### src/rtl/imem_access_arbiter_pkg.sv
// Shared constants for the instruction-memory arbiter: owner tags and the NOP returned on
// out-of-range fetches.
package imem_access_arbiter_pkg;

  typedef enum logic [1:0] {
    TAG_NONE = 2'd0,
    TAG_F    = 2'd1,
    TAG_L    = 2'd2
  } tag_e;

  localparam int STREAK_W          = 4;
  localparam int MAX_BURST_DEFAULT = 4;

  localparam logic [6:0] OPCODE_ITYPE = 7'b0010011;
  localparam logic [2:0] FUNCT3_ADDI  = 3'b000;

  // ADDI x0, x0, 0 -- the canonical NOP.
  localparam logic [31:0] OOR_FETCH_DATA_DEFAULT = {12'd0, 5'd0, FUNCT3_ADDI, 5'd0, OPCODE_ITYPE};

endpackage

### src/rtl/imem_access_arbiter_if.sv
// Fetch, loader and memory-side signals of the instruction-memory arbiter.
// slave = arbiter view, master = requesters plus memory array view.
interface imem_access_arbiter_if #(
  parameter int ADDR_W = 10
);
  logic              f_req;
  logic [31:0]       f_addr;
  logic              f_ready;
  logic              f_rvalid;
  logic [31:0]       f_rdata;

  logic              l_req;
  logic              l_we;
  logic [31:0]       l_addr;
  logic [31:0]       l_wdata;
  logic [3:0]        l_wstrb;
  logic              l_ready;
  logic              l_rvalid;
  logic [31:0]       l_rdata;

  logic              mem_en;
  logic              mem_we;
  logic [3:0]        mem_wstrb;
  logic [ADDR_W-1:0] mem_addr;
  logic [31:0]       mem_wdata;
  logic [31:0]       mem_rdata;

  modport slave (
    input  f_req, f_addr, l_req, l_we, l_addr, l_wdata, l_wstrb, mem_rdata,
    output f_ready, f_rvalid, f_rdata, l_ready, l_rvalid, l_rdata,
           mem_en, mem_we, mem_wstrb, mem_addr, mem_wdata
  );

  modport master (
    output f_req, f_addr, l_req, l_we, l_addr, l_wdata, l_wstrb, mem_rdata,
    input  f_ready, f_rvalid, f_rdata, l_ready, l_rvalid, l_rdata,
           mem_en, mem_we, mem_wstrb, mem_addr, mem_wdata
  );
endinterface

### src/rtl/imem_access_arbiter_starve_guard.sv
// Counts consecutive loader grants while fetch waits; forces a fetch grant once the streak
// reaches MAX_BURST. Registered streak, combinational force output.
module imem_arb_starve_guard
  import imem_access_arbiter_pkg::*;
#(
  parameter int MAX_BURST = MAX_BURST_DEFAULT
) (
  input  logic clk,
  input  logic reset,
  input  logic f_req_i,
  input  logic f_grant_i,
  input  logic l_grant_i,
  output logic force_f_o
);

  localparam logic [STREAK_W-1:0] MAX_B = STREAK_W'(MAX_BURST);

  logic [STREAK_W-1:0] streak_q, streak_d;

  always_comb begin
    streak_d = streak_q;
    if (!f_req_i || f_grant_i) begin
      streak_d = '0;
    end else if (l_grant_i && (streak_q != MAX_B)) begin
      streak_d = streak_q + 1'b1;
    end
  end

  always_ff @(posedge clk) begin
    if (reset) begin
      streak_q <= '0;
    end else begin
      streak_q <= streak_d;
    end
  end

  assign force_f_o = (streak_q == MAX_B);

endmodule

### src/rtl/imem_access_arbiter.sv
// Shares one word-organised instruction memory between fetch (F) and loader (L); L has priority
// with a starvation guard, read data returns 1 cycle after grant. Optional IMEM_ARB_PERF_EN adds counters.
module imem_access_arbiter
  import imem_access_arbiter_pkg::*;
#(
  parameter int          ADDR_W         = 10,
  parameter int          MAX_BURST      = MAX_BURST_DEFAULT,
  parameter logic [31:0] OOR_FETCH_DATA = OOR_FETCH_DATA_DEFAULT
) (
  input  logic                  clk,
  input  logic                  reset,
  imem_access_arbiter_if.slave  bus
`ifdef IMEM_ARB_PERF_EN
  ,
  output logic [31:0]           f_stall_cnt,
  output logic [31:0]           l_wr_cnt
`endif
);

  logic f_oor, l_oor;
  logic f_grant, l_grant;
  logic force_f;
  tag_e tag_q, tag_d;
  logic oor_q, oor_d;
  logic [31:0] f_rdata_q, f_rdata_d;
  logic [31:0] l_rdata_q, l_rdata_d;
  logic unused_addr_bits;

  assign f_oor = |bus.f_addr[31:ADDR_W+2];
  assign l_oor = |bus.l_addr[31:ADDR_W+2];
  assign unused_addr_bits = ^{bus.f_addr[1:0], bus.l_addr[1:0]};

  imem_arb_starve_guard #(.MAX_BURST(MAX_BURST)) u_guard (
    .clk       (clk),
    .reset     (reset),
    .f_req_i   (bus.f_req),
    .f_grant_i (f_grant),
    .l_grant_i (l_grant),
    .force_f_o (force_f)
  );

  // No grants while reset is held.
  assign l_grant = bus.l_req & ~reset & ~(bus.f_req & force_f);
  assign f_grant = bus.f_req & ~reset & ~l_grant;

  assign bus.f_ready = f_grant;
  assign bus.l_ready = l_grant;

  always_comb begin
    bus.mem_en    = 1'b0;
    bus.mem_we    = 1'b0;
    bus.mem_wstrb = 4'b0000;
    bus.mem_addr  = '0;
    bus.mem_wdata = '0;
    tag_d         = TAG_NONE;
    oor_d         = 1'b0;
    if (l_grant) begin
      bus.mem_en    = ~l_oor;
      bus.mem_we    = bus.l_we;
      bus.mem_wstrb = bus.l_we ? bus.l_wstrb : 4'b0000;
      bus.mem_addr  = bus.l_addr[ADDR_W+1:2];
      bus.mem_wdata = bus.l_wdata;
      tag_d         = bus.l_we ? TAG_NONE : TAG_L;
      oor_d         = l_oor;
    end else if (f_grant) begin
      bus.mem_en    = ~f_oor;
      bus.mem_addr  = bus.f_addr[ADDR_W+1:2];
      tag_d         = TAG_F;
      oor_d         = f_oor;
    end
  end

  // Gating by reset discards a response that would land in the reset cycle.
  assign bus.f_rvalid = (tag_q == TAG_F) & ~reset;
  assign bus.l_rvalid = (tag_q == TAG_L) & ~reset;

  always_comb begin
    f_rdata_d = f_rdata_q;
    l_rdata_d = l_rdata_q;
    if (bus.f_rvalid) f_rdata_d = oor_q ? OOR_FETCH_DATA : bus.mem_rdata;
    if (bus.l_rvalid) l_rdata_d = oor_q ? 32'd0 : bus.mem_rdata;
  end

  assign bus.f_rdata = f_rdata_d;
  assign bus.l_rdata = l_rdata_d;

  always_ff @(posedge clk) begin
    if (reset) begin
      tag_q     <= TAG_NONE;
      oor_q     <= 1'b0;
      f_rdata_q <= '0;
      l_rdata_q <= '0;
    end else begin
      tag_q     <= tag_d;
      oor_q     <= oor_d;
      f_rdata_q <= f_rdata_d;
      l_rdata_q <= l_rdata_d;
    end
  end

`ifdef IMEM_ARB_PERF_EN
  logic [31:0] f_stall_cnt_q, f_stall_cnt_d;
  logic [31:0] l_wr_cnt_q, l_wr_cnt_d;

  always_comb begin
    f_stall_cnt_d = f_stall_cnt_q;
    l_wr_cnt_d    = l_wr_cnt_q;
    if (bus.f_req && !f_grant && (f_stall_cnt_q != 32'hFFFF_FFFF))
      f_stall_cnt_d = f_stall_cnt_q + 32'd1;
    if (l_grant && bus.l_we && !l_oor && (l_wr_cnt_q != 32'hFFFF_FFFF))
      l_wr_cnt_d = l_wr_cnt_q + 32'd1;
  end

  always_ff @(posedge clk) begin
    if (reset) begin
      f_stall_cnt_q <= '0;
      l_wr_cnt_q    <= '0;
    end else begin
      f_stall_cnt_q <= f_stall_cnt_d;
      l_wr_cnt_q    <= l_wr_cnt_d;
    end
  end

  assign f_stall_cnt = f_stall_cnt_q;
  assign l_wr_cnt    = l_wr_cnt_q;
`else
  // Performance counters are compiled out in this build.
`endif

endmodule

### src/flat_wrapper.sv
// flat-port wrapper written by rule: the top's interface ports become plain ports
module imem_access_arbiter_flat import imem_access_arbiter_pkg::*;
#(
  parameter int          ADDR_W         = 10,
  parameter int          MAX_BURST      = MAX_BURST_DEFAULT,
  parameter logic [31:0] OOR_FETCH_DATA = OOR_FETCH_DATA_DEFAULT
)
  (clk, reset, bus_f_req, bus_f_addr, bus_l_req, bus_l_we, bus_l_addr, bus_l_wdata, bus_l_wstrb, bus_mem_rdata, bus_f_ready, bus_f_rvalid, bus_f_rdata, bus_l_ready, bus_l_rvalid, bus_l_rdata, bus_mem_en, bus_mem_we, bus_mem_wstrb, bus_mem_addr, bus_mem_wdata);
  imem_access_arbiter_if #(.ADDR_W(ADDR_W)) bus_i ();
  input  logic clk;
  input  logic reset;
  input wire logic [$bits(bus_i.f_req)-1:0] bus_f_req;
  input wire logic [$bits(bus_i.f_addr)-1:0] bus_f_addr;
  input wire logic [$bits(bus_i.l_req)-1:0] bus_l_req;
  input wire logic [$bits(bus_i.l_we)-1:0] bus_l_we;
  input wire logic [$bits(bus_i.l_addr)-1:0] bus_l_addr;
  input wire logic [$bits(bus_i.l_wdata)-1:0] bus_l_wdata;
  input wire logic [$bits(bus_i.l_wstrb)-1:0] bus_l_wstrb;
  input wire logic [$bits(bus_i.mem_rdata)-1:0] bus_mem_rdata;
  output wire logic [$bits(bus_i.f_ready)-1:0] bus_f_ready;
  output wire logic [$bits(bus_i.f_rvalid)-1:0] bus_f_rvalid;
  output wire logic [$bits(bus_i.f_rdata)-1:0] bus_f_rdata;
  output wire logic [$bits(bus_i.l_ready)-1:0] bus_l_ready;
  output wire logic [$bits(bus_i.l_rvalid)-1:0] bus_l_rvalid;
  output wire logic [$bits(bus_i.l_rdata)-1:0] bus_l_rdata;
  output wire logic [$bits(bus_i.mem_en)-1:0] bus_mem_en;
  output wire logic [$bits(bus_i.mem_we)-1:0] bus_mem_we;
  output wire logic [$bits(bus_i.mem_wstrb)-1:0] bus_mem_wstrb;
  output wire logic [$bits(bus_i.mem_addr)-1:0] bus_mem_addr;
  output wire logic [$bits(bus_i.mem_wdata)-1:0] bus_mem_wdata;
  assign bus_i.f_req = bus_f_req;
  assign bus_i.f_addr = bus_f_addr;
  assign bus_i.l_req = bus_l_req;
  assign bus_i.l_we = bus_l_we;
  assign bus_i.l_addr = bus_l_addr;
  assign bus_i.l_wdata = bus_l_wdata;
  assign bus_i.l_wstrb = bus_l_wstrb;
  assign bus_i.mem_rdata = bus_mem_rdata;
  assign bus_f_ready = bus_i.f_ready;
  assign bus_f_rvalid = bus_i.f_rvalid;
  assign bus_f_rdata = bus_i.f_rdata;
  assign bus_l_ready = bus_i.l_ready;
  assign bus_l_rvalid = bus_i.l_rvalid;
  assign bus_l_rdata = bus_i.l_rdata;
  assign bus_mem_en = bus_i.mem_en;
  assign bus_mem_we = bus_i.mem_we;
  assign bus_mem_wstrb = bus_i.mem_wstrb;
  assign bus_mem_addr = bus_i.mem_addr;
  assign bus_mem_wdata = bus_i.mem_wdata;
  imem_access_arbiter #(.ADDR_W(ADDR_W), .MAX_BURST(MAX_BURST), .OOR_FETCH_DATA(OOR_FETCH_DATA)) u_core (.clk(clk), .reset(reset), .bus(bus_i));
endmodule
### config.mk
export PLATFORM = sky130hd
export DESIGN_NAME = imem_access_arbiter_flat
export DESIGN_NICKNAME = d
export VERILOG_FILES = /design/src/rtl/imem_access_arbiter_pkg.sv /design/src/rtl/imem_access_arbiter_if.sv /design/src/rtl/imem_access_arbiter_starve_guard.sv /design/src/rtl/imem_access_arbiter.sv /design/src/flat_wrapper.sv
export SDC_FILE = /design/constraint.sdc
export NUM_CORES = 1
export LEC_CHECK = 0
export ABC_AREA = 1
export BUFFER_PORTS_ARGS = -buffer_cell sky130_fd_sc_hd__buf_2
export CAP_MARGIN = 10
export CORE_MARGIN = 2
export CORE_UTILIZATION = 39
export CTS_CLUSTER_SIZE = 25
export DETAILED_ROUTE_END_ITERATION = 10
export GPL_TIMING_DRIVEN = 0
export HOLD_SLACK_MARGIN = 0.03
export MAX_ROUTING_LAYER = met4
export PLACE_DENSITY_LB_ADDON = 0.3
export SYNTH_ARGS = -nofsm -noshare
export SYNTH_HDL_FRONTEND = slang
export SYNTH_SLANG_ARGS = --single-unit
### constraint.sdc
create_clock -name clk -period 1.27 [get_ports clk]
set_input_delay 0.254 -clock clk [delete_from_list [all_inputs] [get_ports clk]]
set_output_delay 0.254 -clock clk [all_outputs]
set_load 0.01 [all_outputs]
==> results of run 1 <==
[cell usage after synthesis, drive strengths merged]
| library cell | count |
|---|---|
| inv | 170 |
| nand2 | 147 |
| nor2 | 73 |
| dfxtp | 71 |
| a21oi | 64 |
| a211oi | 61 |
| buf | 34 |
| nand3 | 8 |
| nand4 | 3 |
| and2 | 2 |
| ha | 2 |
| clkbuf | 1 |
| xnor2 | 1 |
| xor2 | 1 |
[layout make-up]
type	instances	area, µm²	share of cell area (%)
multi-input combinational	363	3170	36.8
timing repair buffer	327	2490	28.9
sequential	71	1430	16.6
inverter	170	681	7.89
buffer	33	460	5.34
tap	136	170	1.97
clock buffer	10	138	1.59
clock inverter	5	81.3	0.942
antenna	1	2.50	0.0290
[kinds of logic after synthesis]
kind of cell | Yosys count
AND/OR/NAND/NOR | 233
buffers and inverters | 205
AO/OA/AOI/OAI | 125
flip-flops | 71
XOR/XNOR | 2
adder cells (fa/ha/maj) | 2
[layout by cell type, fill, tap and decap left out, types with 2 or more instances in the layout]
cell type / count
inv_6: 2
inv_2: 44
inv_1: 111
a21oi_2: 39
buf_6: 72
dfxtp_2: 4
a211oi_2: 56
buf_16: 8
buf_1: 4
a211oi_1: 4
dfxtp_1: 66
nand3_4: 6
buf_2: 217
nand2_2: 49
buf_8: 13
buf_12: 17
clkbuf_8: 10
nor2_4: 32
nor2_1: 38
bufinv_16: 2
nand3_1: 3
nor2_2: 3
a21oi_4: 25
inv_4: 13
buf_4: 24
nand2_4: 36
nand4_1: 3
nand2_1: 62
clkbuf_16: 4
[registers in the layout, summed over array words and instances, names as in the netlist]
name	cells
u_core.oor_q	1
u_core.tag_q	2
u_core.l_rdata_q	32
u_core.u_guard.streak_q	4
u_core.f_rdata_q	32
[power breakdown]
group	total, mW	internal (mW)	switching (mW)
sequential	2.35	2.31	0.0393
clock	2.12	1.15	0.967
combinational	2.26	0.990	1.27
total	6.73	4.45	2.28
[critical path: cells and delay by family, from the launching register on]
kind / cells / cell delay (ns)
AOI/OAI and AO/OA: 1 / 0.12
DFF: 1 / 0.34
buffers and inverters: 5 / 0.59
and+or+nand+nor: 3 / 0.29
[per-layer routing]
metal	track usage (%)	vias to the layer above	routed length (µm)
li1	-	2613	-
met1	35.4	2677	7670
met2	54.8	357	10900
met3	5.27	105	1470
met4	11.7	0	1030
met5	-	-	0
[path summary, 6_finish.rpt]
kind	to	slack, ns	start
worst max-delay path	bus_f_rdata[23]	-0.68	u_core.tag_q[0]
worst min-delay path	u_core.tag_q[1]	0.20	bus_l_we
worst max register to register	u_core.l_rdata_q[31]	-0.29	u_core.tag_q[1]
worst min register to register	u_core.l_rdata_q[0]	0.52	u_core.l_rdata_q[0]
[timing repair]
| item | 4_1_cts | 5_1_grt |
|---|---|---|
| gates resized for setup | 265 | 201 |
| hold buffers | 0 | 0 |
| gates cloned | 15 | 4 |
| buffers inserted | 53 | 30 |
| endpoints found under the setup margin | 150 | 179 |
| pin swaps | 7 | 28 |
==> flow_metrics.py, run 1 <==
metrics = {
    "outcome": {
        "status": "complete, but fails checks",
        "failed_checks": "setup timing",
    },
    "grt": {
        "overflow": 0,
        "track_usage_pct": 31.1,
        "grt_pass1_vias": 5406,
        "grt_pass1_wl_mm": 26.8,
        "grt_start_max_net_pins": 13,
        "grt_antenna_before_repair": 0,
    },
    "place": {
        "place_inst": 1022,
        "io_buffers": 248,
        "dpl_cell_area_um2": 5990,
        "place.gp.congestion": 0.897,
        "dpl.hpwl_mm": 9.84,
        "place_ws_ns": -0.353,
    },
    "finish": {
        "fill_cells": 569,
        "areaGrowthSynthToFinish_pct": 112,
        "drive_gt1_share_pct": 69.8,
        "post-route-util_pct": 84.3,
        "stdcell_area_um2": 8630,
        "final_cells": 1116,
        "nets": 1114,
    },
    "yosys": {
        "yosys.area_share.adder_pct": 0.616,
        "syn-cell-area_um2": 4060,
        "synth_compound_area_share_pct": 21.3,
        "syn_area_per_cell_um2": 6.37,
        "synth_seq_area_share_pct": 35.0,
        "yosys-top-cells-area": "dfxtp_1 (35%), inv_1 (15%), nand2_1 (13%)",
        "ys_types": 23,
        "yosysTopAreaCell": "dfxtp_1",
        "ys_warn_count": 0,
        "synth_top_family_by_area": "simple AND/OR/NAND/NOR gates",
        "syn_inst": 638,
        "synth_mux_area_share_pct": 0,
        "synth_top_area_share_pct": 35.0,
        "ys_ff_latch": 71,
        "synthSimpleGateAreaFrac_pct": 22.3,
        "synth_nets": 777,
        "synth_xor_area_share_pct": 0.431,
    },
    "timing": {
        "layout_min_cycle_time_ns": 1.95,
        "slew_viol_final": 0,
        "fin_tns_setup_ns": -74.54,
        "hold_viol": 0,
        "relSlewSlack_pct": 39.6,
        "hold-worst-slack_ns": 0.197,
        "setup_viol": 175,
        "worst_slew_pin_slew_ns": 0.905,
        "fin_ws_ns": -0.683,
        "min_period_over_period_pct": 154,
        "worst_clock_skew_ns": 0.0192,
        "timing.fmax_mhz": 512,
        "rsz0062_at_grt": "true",
    },
    "worst_setup_path": {
        "arrival_ns": 1.70,
        "required_ns": 1.02,
        "critPathMaxFanout": 5,
        "cp_slowest_stage_delay_ns": 0.34,
        "criticalPathCategory": "reg -> out",
        "cp_common_cell": "nand2_4",
        "crit_path_cell_trace": "inv_4 > nor2_4 > nand2_4 > buf_6 > buf_16 > nand2_4 > inv_2 > a21oi_2 > buf_2",
        "critPathCaptureType": "output pin",
        "reg2regPathDepth": 8,
        "crit_path_start_kind": "register",
        "crit_slowest_cell": "dfxtp_2",
    },
    "clocking": {
        "clk_pin_slew_ns": 0.07,
        "clk_latency_ns": 0.37,
        "htree_num_levels": 3,
        "cts_buffers": 9,
        "cts_sinks": 71,
        "clock_path_buffers": 2,
        "cts_tree": "yes",
        "root_buffer": "clkbuf_8",
    },
    "routing": {
        "drt_iter0_markers": 470,
        "viasPerCell": 5.15,
        "drt-total-wl_mm": 21.1,
        "drc": 0,
        "ant_nets": 0,
        "wl_per_cell_um": 18.9,
        "vias": 5752,
        "dr.pass1.iters": 5,
    },
    "power": {
        "ir_worst_vdd_mv": 0.658,
        "power_density_nw_per_um2": 780,
        "total_power_mw": 6.73,
        "static-leakage-power_nw": 4.12,
    },
    "floorplanning": {
        "coreArea_um2": 10200,
        "ioPinCount": 253,
        "num_rows": 37,
        "die_w_um": 106,
        "start_util_pct": 39.7,
        "dieArea_um2": 11200,
        "dieHeight_um": 106,
    },
    "job": {
        "maxCapViolations": 0,
    },
    "worst_hold_path": {
        "hold-path-cell-count": 2,
        "hold_class": "in -> reg",
    },
}
(Power assumes the default switching activity.)
==> run 2, diff against run 1 <==
--- a/config.mk
+++ b/config.mk
@@ -9,7 +9,7 @@
 export BUFFER_PORTS_ARGS = -buffer_cell sky130_fd_sc_hd__buf_2
 export CAP_MARGIN = 10
 export CORE_MARGIN = 2
-export CORE_UTILIZATION = 39
+export CORE_UTILIZATION = 40
 export CTS_CLUSTER_SIZE = 25
 export DETAILED_ROUTE_END_ITERATION = 10
 export GPL_TIMING_DRIVEN = 0
==> constraint.sdc (replaced) <==
create_clock -name clk -period 2.33 [get_ports clk]
set_input_delay 0.466 -clock clk [delete_from_list [all_inputs] [get_ports clk]]
set_output_delay 0.466 -clock clk [all_outputs]
set_load 0.01 [all_outputs]
==> run 2 against run 1 <==
The run now ends clean. Clock skew fell by 0.0067 ns. Core utilization fell by 26 points. Critical endpoint is now bus_mem_wdata[2]. Count of clock-buffer cells in the layout rose by 1. Register-to-register slack improved by 1.3 ns. Final cell count fell by 7.2%. Hold slack improved by 0.17 ns. Clock power fell by 48%. Critical path depth fell by 1. Wire length fell by 37%. Combinational power fell by 70%.
==> flow_metrics.py, run 2 (synthesis gave the netlist of run 1 again) <==
metrics = {
    "outcome": {
        "status": "finished, final reports clean",
    },
    "worst_setup_path": {
        "cpLargestDelayFamily": "buffers and inverters",
        "crit_slowest_cell": "dfxtp_2",
        "arrival_ns": 1.76,
        "crit_path_start_kind": "register",
        "cp_slowest_stage_delay_ns": 0.35,
        "critPathCaptureType": "output pin",
        "crit_path_cell_trace": "inv_1 > ha_1 > nand4_1 > nand2_2 > buf_4 > buf_4 > nor2_2 > buf_2",
        "cp_common_cell": "buf_4",
        "cp_num_buf_inv": 4,
        "criticalPathCategory": "reg -> out",
        "required_ns": 1.86,
        "critPathMaxFanout": 10,
    },
    "timing": {
        "hold_viol": 0,
        "min_period_over_period_pct": 95.4,
        "fin_tns_setup_ns": 0,
        "slew_viol_final": 0,
        "worst_slew_pin_slew_ns": 0.577,
        "hold-worst-slack_ns": 0.371,
        "timing.fmax_mhz": 450,
        "relSlewSlack_pct": 61.5,
        "layout_min_cycle_time_ns": 2.22,
        "worst_clock_skew_ns": 0.0125,
        "setup_viol": 0,
        "rsz0062_at_grt": "false",
    },
    "finish": {
        "drive_gt1_share_pct": 35.9,
        "reg_top3": "u_core.f_rdata_q: 32 flops, u_core.l_rdata_q: 32 flops, u_core.u_guard.streak_q: 4 flops",
        "final_cells": 1036,
        "fill_cells": 1023,
        "final_common_cell": "buf_2",
        "nets": 1036,
        "areaGrowthSynthToFinish_pct": 41.2,
        "stdcell_area_um2": 5740,
        "layout_common_cells": "buf_2 (267), inv_1 (166), nand2_1 (145)",
    },
    "worst_hold_path": {
        "hold_class": "in -> reg",
    },
    "floorplanning": {
        "start_util_pct": 41.4,
        "dieArea_um2": 11000,
        "die_w_um": 105,
        "ioPinCount": 253,
        "dieHeight_um": 105,
        "num_rows": 36,
        "coreArea_um2": 9820,
    },
    "clocking": {
        "clock_path_buffers": 2,
        "htree_num_levels": 3,
        "cts_sinks": 71,
        "hold_buffers": 0,
        "clk_latency_ns": 0.34,
        "cts_tree": "yes",
        "cts_buffers": 9,
        "clk_pin_slew_ns": 0.07,
        "root_buffer": "clkbuf_8",
    },
    "grt": {
        "grt_pass1_wl_mm": 21.0,
        "track_usage_pct": 24.7,
        "grt_pass1_vias": 4324,
        "grt_antenna_before_repair": 1,
        "overflow": 0,
        "grt_start_max_net_pins": 13,
    },
    "routing": {
        "drt-total-wl_mm": 13.4,
        "vias": 4670,
        "wl_per_cell_um": 12.9,
        "dr.pass1.iters": 4,
        "viasPerCell": 4.51,
        "drt_iter0_markers": 306,
        "ant_nets": 0,
        "drc": 0,
    },
    "place": {
        "dpl.hpwl_mm": 10.6,
        "dpl_cell_area_um2": 5470,
        "io_buffers": 248,
        "place_inst": 1019,
        "place.gp.congestion": 0.840,
    },
    "power": {
        "static-leakage-power_nw": 3.38,
        "ir_worst_vdd_mv": 0.293,
        "power_density_nw_per_um2": 530,
    },
    "job": {
        "maxCapViolations": 0,
    },
}
## run 2: final timing paths
kind	start	endpoint	slack, ns	cells past startpoint
worst max-delay path	u_core.u_guard.streak_q[0]	bus_mem_wdata[2]	0.11	8
worst min register to register	u_core.u_guard.streak_q[0]	u_core.u_guard.streak_q[0]	0.43	1
worst max register to register	u_core.tag_q[0]	u_core.f_rdata_q[27]	0.97	6
worst min-delay path	bus_l_we	u_core.tag_q[1]	0.37	2
## run 2: what timing repair did
item | in CTS | in global routing
gates resized for setup | 3 | 16
buffers inserted | 0 | 0
setup endpoints to repair | 3 | 41
## run 2: where the power goes
group	internal, mW	switching [mW]
Combinational	0.265	0.406
Clock	0.633	0.464
Sequential	1.26	0.0124
Total	2.16	0.882
## run 2: metal layers
layer / vias to the layer above / track usage [%] / part of all wire (%)
li1: 2450 / - / -
met1: 2009 / 28.7 / 42
met5: - / - / 0
met2: 191 / 43.2 / 49
met4: 0 / 7.43 / 2.0
met3: 20 / 4.55 / 6.4
## run 2: final cells by class
class | count | area (µm²) | area share, %
diodes | 1 | 2.50 | 0.0436
plain buffers | 35 | 208 | 3.62
clock buffers | 11 | 141 | 2.47
clock inverters | 5 | 81.3 | 1.42
inverters | 170 | 641 | 11.2
multi-input cells | 362 | 1830 | 31.9
flip-flops and latches | 71 | 1420 | 24.8
well taps | 133 | 166 | 2.90
repair buffers | 248 | 1240 | 21.6
## run 2: through the flow
stage          util, %  setup WS [ns]  total power, mW
4_1_cts           58.0       -0.00719             3.05
5_1_grt           58.4        0.00284             3.18
3_3_place_gp      55.7          0.184             1.96
6_report          58.4          0.107             3.04
3_5_place_dp      55.7          0.186             1.96
2_1_floorplan        -          0.657             1.66
==> run 3, diff against run 2 <==
--- a/config.mk
+++ b/config.mk
@@ -6,12 +6,12 @@
 export NUM_CORES = 1
 export LEC_CHECK = 0
 export ABC_AREA = 1
-export BUFFER_PORTS_ARGS = -buffer_cell sky130_fd_sc_hd__buf_2
 export CAP_MARGIN = 10
 export CORE_MARGIN = 2
 export CORE_UTILIZATION = 40
 export CTS_CLUSTER_SIZE = 25
 export DETAILED_ROUTE_END_ITERATION = 10
+export DONT_BUFFER_PORTS = 1
 export GPL_TIMING_DRIVEN = 0
 export HOLD_SLACK_MARGIN = 0.03
 export MAX_ROUTING_LAYER = met4
==> run 3 against run 2 <==
Count of clock-buffer cells in the layout unchanged. Power decreased by 10%. Core utilization decreased by 13 points. Clock skew decreased by 0.0042 ns. Maximum frequency decreased by 0.14%. Non-clock buffer count decreased by 248. Sequential power about the same. Global-route usage decreased by 1.2 points. First-iteration DRC count decreased by 16%. Hold slack got worse by 0.16 ns. Clock power decreased by 10%. Critical path type unchanged. Critical endpoint is now bus_mem_wdata[20]. Largest power group unchanged.
==> flow_metrics.py, run 3 (synthesis gave the netlist of run 1 again) <==
metrics = {
    "clocking": {
        "cts_sinks": 71,
        "clk_latency_ns": 0.34,
        "hold_buffers": 0,
        "cts.repair.resized": 0,
        "cts_tree": "yes",
        "clk_pin_slew_ns": 0.07,
        "cts_buffers": 9,
        "root_buffer": "clkbuf_8",
        "cts_setup_buffers": 0,
        "clock_path_buffers": 2,
        "htree_num_levels": 3,
    },
    "power": {
        "total_power_mw": 2.73,
        "ir_worst_vdd_mv": 0.219,
        "power_density_nw_per_um2": 614,
        "static-leakage-power_nw": 2.23,
    },
    "place": {
        "io_buffers": 0,
        "place_inst": 771,
        "place_ws_ns": 0.305,
        "dpl.hpwl_mm": 10.5,
        "place.gp.congestion": 1.00,
    },
    "floorplanning": {
        "die_w_um": 105,
        "dieHeight_um": 105,
        "num_rows": 36,
        "dieArea_um2": 11000,
        "start_util_pct": 41.4,
        "coreArea_um2": 9820,
        "ioPinCount": 253,
    },
    "worst_setup_path": {
        "required_ns": 1.86,
        "criticalPathCategory": "reg -> out",
        "critPathCaptureType": "output pin",
        "critPathMaxFanout": 10,
        "arrival_ns": 1.76,
        "crit_path_start_kind": "register",
    },
    "grt": {
        "grt_use_met3_pct": 6.30,
        "track_usage_pct": 23.5,
        "overflow": 0,
        "grt_pass1_vias": 3597,
        "grt_busiest_layer": "met2",
        "grt_pass1_wl_mm": 19.3,
        "grt_antenna_before_repair": 1,
        "use_met1_pct": 26.1,
        "grtUsageMet2_pct": 40.4,
        "grt_start_max_net_pins": 13,
    },
    "routing": {
        "drt-total-wl_mm": 13.1,
        "vias": 3850,
        "ant_nets": 0,
        "dr.pass1.iters": 4,
        "viasPerCell": 4.89,
        "drc": 0,
        "wl_per_cell_um": 16.6,
        "drt_iter0_markers": 256,
    },
    "timing": {
        "relSlewSlack_pct": 63.0,
        "timing.fmax_mhz": 449,
        "hold-worst-slack_ns": 0.207,
        "setup_viol": 0,
        "rsz0062_at_grt": "true",
        "layout_min_cycle_time_ns": 2.23,
        "worst_slew_pin_slew_ns": 0.556,
        "min_period_over_period_pct": 95.6,
        "slew_viol_final": 0,
        "worst_clock_skew_ns": 0.00834,
        "fin_ws_ns": 0.104,
        "hold_viol": 0,
    },
    "finish": {
        "fill_cells": 1051,
        "final_cells": 788,
        "drive_gt1_share_pct": 11.2,
        "post-route-util_pct": 45.3,
        "areaGrowthSynthToFinish_pct": 9.55,
        "final_common_cell": "inv_1",
        "reg_top3": "u_core.f_rdata_q: 32 flops, u_core.l_rdata_q: 32 flops, u_core.u_guard.streak_q: 4 flops",
        "nets": 788,
        "layout_common_cells": "inv_1 (166), nand2_1 (146), dfxtp_1 (71)",
    },
    "job": {
        "maxCapViolations": 0,
    },
    "worst_hold_path": {
        "hold_class": "in -> reg",
    },
    "outcome": {
        "status": "finished, final reports clean",
    },
}
run 3: cell types whose count changed in the layout (fill, tap and decap cells not counted), sizes merged:
cell      previous run  this run
buf                280        34
clkbuf              14        12
clkinvlp             1         3
bufinv               2         1
clkinv               2         1
run 3: report_power, final:
group          total, mW  internal [mW]  switching [mW]
Sequential          1.27           1.26          0.0135
Combinational      0.472          0.118           0.354
Clock              0.988          0.522           0.466
Total               2.73           1.90           0.833
run 3: metal layers:
layer	vias up	routed length [µm]
met5	-	0
met4	0	350
met3	21	801
met2	152	6470
met1	1723	5440
li1	1954	-
run 3: area by class of cell:
class	instances	area [µm²]	area share [%]
clock inverter	5	57.6	1.29
sequential	71	1420	31.9
tap	133	166	3.74
multi-input combinational	362	1830	41.1
buffer	35	191	4.30
clock buffer	11	141	3.18
inverter	170	638	14.3
antenna	1	2.50	0.0562
run 3: worst max-delay path: stages, from the launching register on:
cell     delay, ns
dfxtp_1       0.38
inv_1         0.06
ha_1          0.19
nand4_1       0.08
nand2_1       0.07
buf_2         0.20
buf_2         0.19
nor2_1        0.24
run 3: worst paths after layout:
path / startpoint / end / slack, ns / cells after the start
setup / recovery: u_core.u_guard.streak_q[0] / bus_mem_wdata[20] / 0.10 / 7
hold / removal: bus_l_we / u_core.tag_q[1] / 0.21 / 1
setup reg to reg: u_core.tag_q[0] / u_core.f_rdata_q[31] / 0.98 / 6
hold reg to reg: u_core.u_guard.streak_q[0] / u_core.u_guard.streak_q[0] / 0.47 / 1
run 3: per-stage QoR:
step / TNS [ns] / area [µm²]
after detailed placement: 0 / 4230
after global routing: -0.00898 / 4450
after CTS: 0 / 4430
after floorplan: 0 / 4060
after global placement: 0 / 4230
final: 0 / 4450
